$ cat config.mk
export PLATFORM = sky130hd
export DESIGN_NAME = l2_burst_adaptor
export DESIGN_NICKNAME = d
export VERILOG_FILES = /design/src/rtl/l2_pkg.sv /design/src/rtl/line_shift_buf.sv /design/src/rtl/l2_burst_adaptor.sv
export SDC_FILE = /design/constraint.sdc
export NUM_CORES = 1
export LEC_CHECK = 0
export BUFFER_PORTS_ARGS = -buffer_cell sky130_fd_sc_hd__buf_2
export CORE_AREA = 2 2 275 277
export DETAILED_ROUTE_END_ITERATION = 8
export DIE_AREA = 0 0 277 279
export PLACE_DENSITY = 0.54
export SLEW_MARGIN = 20
export SYNTH_ARGS = -nofsm -noshare
export SYNTH_HDL_FRONTEND = slang
export SYNTH_HIERARCHICAL = 1
export SYNTH_SLANG_ARGS = --single-unit
export TNS_END_PERCENT = 50
$ cat constraint.sdc
create_clock -name clk -period 3.35 [get_ports clk]
set_input_delay 0.335 -clock clk [delete_from_list [all_inputs] [get_ports clk]]
set_output_delay 0.335 -clock clk [all_outputs]
set_load 0.005 [all_outputs]
$ cat src/rtl/l2_pkg.sv
// Shared defaults and FSM state encoding for the L2 line <-> memory burst adaptor.
package l2_pkg;
    localparam int LINE_W_DEF  = 256;
    localparam int BURST_W_DEF = 64;
    localparam int ADDR_W_DEF  = 32;
    localparam int OFFSET_W    = $clog2(LINE_W_DEF / 8);

    typedef enum logic [1:0] {IDLE, RD, WR, DONE} state_t;
endpackage

$ cat src/rtl/line_shift_buf.sv
// Line-wide buffer: whole-line load for writeback, per-beat slice fill and drain indexed by beat count.
module line_shift_buf #(
    parameter int LINE_W  = 256,
    parameter int BURST_W = 64,
    parameter int CNT_W   = 2
) (
    input  logic               clk,
    input  logic               rst_n,
    input  logic               load,
    input  logic [LINE_W-1:0]  load_data,
    input  logic               fill,
    input  logic [CNT_W-1:0]   idx,
    input  logic [BURST_W-1:0] beat_wr,
    output logic [LINE_W-1:0]  line_d,
    output logic [BURST_W-1:0] beat_rd
);
    logic [LINE_W-1:0] line_q;

    // line_d exposes the post-update value so the top can capture a fill including its last beat
    always_comb begin
        line_d = line_q;
        if (load)
            line_d = load_data;
        else if (fill)
            line_d[idx*BURST_W +: BURST_W] = beat_wr;
    end

    assign beat_rd = line_q[idx*BURST_W +: BURST_W];

    always_ff @(posedge clk) begin
        if (!rst_n) line_q <= '0;
        else        line_q <= line_d;
    end
endmodule

$ cat src/rtl/l2_burst_adaptor.sv
// Converts between 256-bit L2 lines and 64-bit memory bursts: line fill (RD) and writeback (WR), one at a time.
module l2_burst_adaptor
    import l2_pkg::*;
#(
    parameter int LINE_W  = LINE_W_DEF,
    parameter int BURST_W = BURST_W_DEF,
    parameter int ADDR_W  = ADDR_W_DEF
) (
    input  logic               clk,
    input  logic               rst_n,
    input  logic               line_read_i,
    input  logic               line_write_i,
    input  logic [ADDR_W-1:0]  line_addr_i,
    input  logic [LINE_W-1:0]  line_i,
    output logic [LINE_W-1:0]  line_o,
    output logic               line_resp_o,
    output logic [ADDR_W-1:0]  mem_addr_o,
    output logic               mem_read_o,
    output logic               mem_write_o,
    output logic [BURST_W-1:0] mem_burst_o,
    input  logic [BURST_W-1:0] mem_burst_i,
    input  logic               mem_resp_i
);
    localparam int BEATS = LINE_W / BURST_W;
    localparam int CNT_W = $clog2(BEATS);
    localparam int OFF_W = $clog2(LINE_W / 8);
    localparam logic [ADDR_W-1:0] ALIGN_MASK = ADDR_W'((64'd1 << OFF_W) - 64'd1);

    state_t             state, state_n;
    logic [CNT_W-1:0]   cnt;
    logic               accept_rd, accept_wr, beat, last;
    logic [LINE_W-1:0]  buf_d;
    logic [BURST_W-1:0] buf_beat;

    // Handshakes only count while a burst is actually in flight
    assign beat = mem_resp_i && (state == RD || state == WR);
    assign last = beat && (cnt == CNT_W'(BEATS - 1));

    always_comb begin
        state_n   = state;
        accept_rd = 1'b0;
        accept_wr = 1'b0;
        case (state)
            IDLE: begin
                if (line_read_i) begin
                    accept_rd = 1'b1;
                    state_n   = RD;
                end else if (line_write_i) begin
                    accept_wr = 1'b1;
                    state_n   = WR;
                end
            end
            RD, WR:  if (last) state_n = DONE;
            DONE:    state_n = IDLE;
            default: state_n = IDLE;
        endcase
    end

    always_ff @(posedge clk) begin
        if (!rst_n) begin
            state      <= IDLE;
            cnt        <= '0;
            mem_addr_o <= '0;
            line_o     <= '0;
        end else begin
            state <= state_n;
            if (beat)
                cnt <= last ? '0 : cnt + 1'b1;
            if (accept_rd || accept_wr)
                mem_addr_o <= line_addr_i & ~ALIGN_MASK;
            if (last)
                line_o <= buf_d;
        end
    end

    line_shift_buf #(
        .LINE_W  (LINE_W),
        .BURST_W (BURST_W),
        .CNT_W   (CNT_W)
    ) u_buf (
        .clk       (clk),
        .rst_n     (rst_n),
        .load      (accept_wr),
        .load_data (line_i),
        .fill      (beat && state == RD),
        .idx       (cnt),
        .beat_wr   (mem_burst_i),
        .line_d    (buf_d),
        .beat_rd   (buf_beat)
    );

    assign mem_read_o  = (state == RD);
    assign mem_write_o = (state == WR);
    assign line_resp_o = (state == DONE);
    assign mem_burst_o = (state == WR) ? buf_beat : '0;
endmodule

* Word level (Yosys, flattened, before mapping)
Cells that the tools add are included.
Operators by class: add/sub/neg operators 2, equal/unequal tests 6, shift operators 3, multiplexer cells 14, reduce and logical (&&, ||, !) cells 8
Operators with widths (count):
- two-way mux 256 bit | 2
- bitwise mux 256 bit | 1
- variable shift 64 x 34 -> 256 bit (first input constant) | 1
- indexed part select 256 x 9 -> 64 bit | 1
- indexed part select 64 x 34 -> 256 bit | 1
- two-way mux 64 bit | 1
- negator 8 -> 34 bit | 1
- two-way mux 2 bit | 4
- == test 2 bit (second input constant) | 3
- one-hot mux 2 bit (3 select lines) | 1
- two-way mux 1 bit | 5
- logical AND 1 bit | 3
- != test 3 bit (second input constant) | 1
- adder 2 x 1 -> 2 bit (second input constant) | 1
- == test 2 x 1 -> 1 bit (second input constant) | 1
- zero test 2 bit | 1
- logical OR 1 bit | 2
- != test 2 bit (second input constant) | 1
- AND reduction 2 bit | 1
- OR reduction 2 bit | 1
Storage, ports and cells: flip-flop bits (word level) 543, input bits 357, output and inout port bits 355, word-level logic and storage cells 38

* Logic depth before layout (Yosys ltp)
depth after elaboration 6, mapped depth 12, gate-level depth less buffers 8

* Cells and area by module
Netlist, hierarchy kept.
By module, submodules not included:
- line_shift_buf | times used 1, cells each 1833, area each 15590.0 sq um, sequential area each 5124.9 sq um
- l2_burst_adaptor | times used 1, cells each 1338, area each 10602.7 sq um, sequential area each 5745.5 sq um

* Worst setup path before layout
Ideal clock, no wire load.
kind flip-flop to flip-flop, from register cnt[0], to register line_o[117], setup time 0.132 ns, arrival 2.438 ns, data required time 3.218 ns, path slack 0.780 ns, cell stages (with the launch flop) 12, buffers on the path 4, clock period less this slack 2.570 ns, path through dfxtp_1 > buf_4 > buf_2 > inv_1 > ha_1 > and3b_1 > buf_2 > buf_4 > a221oi_1 > a21oi_1 > nand2_1 > a21oi_1
Between the ends: word-level cells in the longest chain between the ends 5, elaborated cells between the ends (all ways) 8, those cells by class add/sub (1); eq/ne (1); shift (2); mux (3); reduce/logical (1)
RTL lines:
- start: declaration | RTL line l2_burst_adaptor.sv:30 | logic [CNT_W-1:0] cnt;
- start signal: assignment | RTL line l2_burst_adaptor.sv:68 | cnt <= last ? '0 : cnt + 1'b1;
- negator 8 -> 34 bit * | RTL line line_shift_buf.sv:25 | line_d[idx*BURST_W +: BURST_W] = beat_wr;
- indexed part select 64 x 34 -> 256 bit or variable shift 64 x 34 -> 256 bit (tied branches) | RTL line line_shift_buf.sv:25
- bitwise mux 256 bit * | RTL line line_shift_buf.sv:25
- two-way mux 256 bit * | RTL line line_shift_buf.sv:24 | else if (fill)
- two-way mux 256 bit * | RTL line line_shift_buf.sv:22 | if (load)
- named net buf_d[117] | RTL line l2_burst_adaptor.sv:32 | logic [LINE_W-1:0] buf_d;
- end signal: assignment | RTL line l2_burst_adaptor.sv:72 | line_o <= buf_d;
- end: declaration | RTL line l2_burst_adaptor.sv:15 | output logic [LINE_W-1:0] line_o,
Mark *: on every way through the listed nets, which the timed path passes. The rest lies on a longest branch. A chain may end at the register's enable or synchronous reset.

* Worst setup path after layout
from register state[0], to register line_o[113]
Between the ends: word-level cells in the longest chain between the ends 6, elaborated cells between the ends (all ways) 10, those cells by class eq/ne (2); mux (3); reduce/logical (5)
RTL lines:
- start: declaration | RTL line l2_burst_adaptor.sv:29 | state_t state, state_n;
- start signal: assignment | RTL line l2_burst_adaptor.sv:66 | state <= state_n;
- == test 2 x 1 -> 1 bit or == test 2 bit (tied branches) | RTL line l2_burst_adaptor.sv:36, l2_burst_adaptor.sv:85
- logical OR 1 bit | RTL line l2_burst_adaptor.sv:36 | assign beat = mem_resp_i && (state == RD || state == WR);
- logical AND 1 bit | RTL line l2_burst_adaptor.sv:36
- logical AND 1 bit | RTL line l2_burst_adaptor.sv:85 | .fill (beat && state == RD),
- two-way mux 256 bit | RTL line line_shift_buf.sv:24
- two-way mux 256 bit * | RTL line line_shift_buf.sv:22
- named net buf_d[113] | RTL line l2_burst_adaptor.sv:32
Marked as above.

==> impl_metrics.ini <==
[global_routing]
grt_busiest_layer = met2
first_global_vias = 26000
grtUsageMet2 = 0.456
antenna_found_initial = 19
track_usage = 0.277
grt_util_met3 = 0.0627
grt_max_degree = 113
met1_usage = 0.355
gr-total-overflow = 0
grt_pass1_wl_um = 166000

[route]
dr.pass1.iters = 5
drt_iter0_drc = 2106
wirelength_um = 112000
drc = 0
vias = 27000
wl_per_cell_um = 22.9
postRouteAntennaNets = 0
drt-vias-per-instance = 5.55

[setup_path]
path_max_fanout = 32
startpoint_type = flip-flop
crit_family = simple AND/OR/NAND/NOR gates
worstSetupPathType = flip-flop to flip-flop
cp-end-kind = flip-flop
worst-path-buf-inv = 2
slowest_stage = and3_4
path_cells = inv_1 > ha_1 > and3_4 > nand2_4 > buf_12 > a221oi_1 > a21oi_1 > nand2_1 > a21oi_1
arrival_ns = 3.48
cp.required_ns = 3.81
critPathMostFrequentCell = a21oi_1
cp-startpoint = state[0]
slowest_delay_ns = 0.57
regToRegSetupSlack_ns = 0.33
timing.rr.end = line_o[113]
cp_num_cells = 9
r2r-start = state[0]
cp-endpoint = line_o[113]
worstRegToRegCells = 9

[clock_network]
cts_root_buf = clkbuf_16
clock_sinks = 543
clk_transition_reported_paths_ns = 0.06
h-tree-depth = 3
clock_path_buffers = 3
cts_made_buffers = 66
cts_resized = 0
cts_tree = yes
clock_latency_ns = 0.62

[synth]
ys_seq_area_frac = 0.415
syn_area_um2 = 26200
synth_top_flop_cell = dfxtp_1
synth_seq_cells = 543
syn_avg_cell_area_um2 = 8.26
async_reset_ff_frac = 0
yosys.cell_types.count = 41
yosysWarnings = 6
synth_edf_count = 0
netlist_instances = 3171

[floorplan]
start_util = 0.354
dieHeight_um = 279
coreArea_um2 = 74100
row_count = 100
die_area_um2 = 77300
ios = 712
die_w_um = 277

[timing]
tns_ns = 0
period_share = 0.900
final.setup_skew_ns = 0.0253
relSlewSlack = 0.365
setup_viol = 0
rsz0062_at_grt = no
clock.fmax_ghz = 0.332
period_needed_ns = 3.02
report.final.slew_viol_count = 0
hold_viol = 0
worst_pin_slew_ns = 0.952

[placed_design]
io_buffers = 701
gp_congestion = 0.860
hpwl_um = 73100
post-place-cells = 4587

[flow_run]
cap_violations = 0

[worst_hold_path]
hold_path_class = primary input to flip-flop

[power_and_ir_drop]
swShare = 0.348
p_clk_frac = 0.343
p_switching_mw = 7.34
power_density_nw_per_um2 = 620
leakage_nw = 14.8
cell_internal_pwr_mw = 13.7
seqPwrFrac = 0.357
ir_drop_v = 0.000734
p_comb_frac = 0.301
power_mw = 21.1

[final_layout]
final_core_util = 0.459
syn2layout_area_growth_pct = 29.7
final_nets = 4213
drive_gt1_frac = 0.249
fillers = 7474
layout.cells.non_filler = 4875

[outcome]
status = finished, final reports clean
-- power by group through the flow --
stage	Clock (mW)	Sequential (mW)	Combinational, mW
finish	7.22	7.51	6.33
global route	7.60	7.57	6.79
CTS	7.36	7.50	6.26
detailed placement	0	7.63	6.09
global placement	0	7.64	6.08
floorplan	0	7.50	3.98
-- registers in the layout, indices dropped and copies added, names as in the netlist --
name	cells
cnt	2
state	2
line_o	256
u_buf/line_q	256
mem_addr_o	27
-- through the flow --
stage	cell area, um2	hold slack, ns	worst slack (ns)
floorplan	26200	0.453	0.780
global placement	30200	0.440	0.416
finish	34000	0.0370	0.335
global route	34000	0.0242	0.164
detailed placement	30200	0.443	0.397
CTS	33900	0.000280	0.363
-- worst min path at each step --
stage	from	cells after the start	slack, ns	end
floorplan	line_o[0]	2	0.45	line_o[0]
global placement	mem_addr_o[11]	2	0.44	mem_addr_o[11]
detailed placement	line_o[122]	2	0.44	line_o[122]
CTS	line_i[187]	3	0.0003	u_buf/line_q[187]
global route	line_i[150]	3	0.02	u_buf/line_q[150]
finish	line_i[102]	3	0.04	u_buf/line_q[102]
-- Yosys cell counts, drive strengths merged, types with 15 or more instances --
| master | number | area share |
|---|---|---|
| nand4 | 23 | 0.0055 |
| a311oi | 15 | 0.0050 |
| clkbuf | 153 | 0.022 |
| a221oi | 95 | 0.036 |
| and3b | 57 | 0.019 |
| a22oi | 74 | 0.021 |
| and2 | 67 | 0.016 |
| a21oi | 563 | 0.11 |
| inv | 167 | 0.024 |
| a211oi | 234 | 0.067 |
| nor2 | 22 | 0.0032 |
| buf | 170 | 0.041 |
| nand3 | 76 | 0.015 |
| nand2 | 648 | 0.093 |
| a21boi | 66 | 0.019 |
| and3 | 97 | 0.023 |
| dfxtp | 543 | 0.42 |
| mux4 | 64 | 0.055 |
-- cells by family after synthesis --
kind of cell	after synthesis	share of synthesized area
other	1	0.000143
and+or+nand+nor	1009	0.180
AOI/OAI and AO/OA	1051	0.257
muxes	65	0.0554
DFF	543	0.415
buffers and inverters	491	0.0872
adders and majority gates	11	0.00525
-- what timing repair did --
item	CTS	global route
endpoints found under the hold margin	159	0
hold buffers	159	0
buffers inserted	0	0
-- layer usage --
layer / share of wire / vias up / wire (um)
met5: 0.00094 / - / 105
met4: 0.034 / 18 / 3810
met3: 0.081 / 233 / 9000
met2: 0.47 / 1167 / 52300
met1: 0.42 / 13000 / 46400
li1: - / 12600 / -
-- cells in the final DEF, fill, tap and decap left out, types with 15 or more instances in the layout --
cell | netlist | final
buf_2 | 101 | 701
nand2_1 | 646 | 646
a21oi_1 | 562 | 561
dfxtp_1 | 543 | 541
a211oi_1 | 234 | 234
inv_1 | 166 | 165
dlygate4sd3_1 | 0 | 159
and3_1 | 97 | 95
a221oi_1 | 79 | 79
nand3_1 | 76 | 75
a22oi_1 | 74 | 74
and2_1 | 67 | 67
clkbuf_16 | 0 | 67
a21boi_0 | 66 | 66
mux4_2 | 64 | 64
and3b_1 | 57 | 54
buf_4 | 21 | 39
buf_12 | 2 | 26
nand4_1 | 23 | 23
nor2_1 | 22 | 22
clkbuf_1 | 153 | 19
clkbuf_8 | 0 | 16
a221oi_2 | 16 | 16
a311oi_1 | 15 | 15
-- final cells by class --
class | instances | area, um2 | share of cell area
antenna | 12 | 30.0 | 0.000884
tap | 969 | 1210 | 0.0357
clock inverter | 15 | 189 | 0.00556
multi-input combinational | 2141 | 13100 | 0.387
timing repair buffer | 925 | 5910 | 0.174
inverter | 168 | 646 | 0.0190
sequential | 543 | 10900 | 0.320
clock buffer | 102 | 1970 | 0.0579
-- worst min-delay path, stage by stage --
cell      delay (ns)
buf_2           0.12
inv_1           0.07
a211oi_1        0.07
No activity file was read; power rests on OpenSTA's default activity.
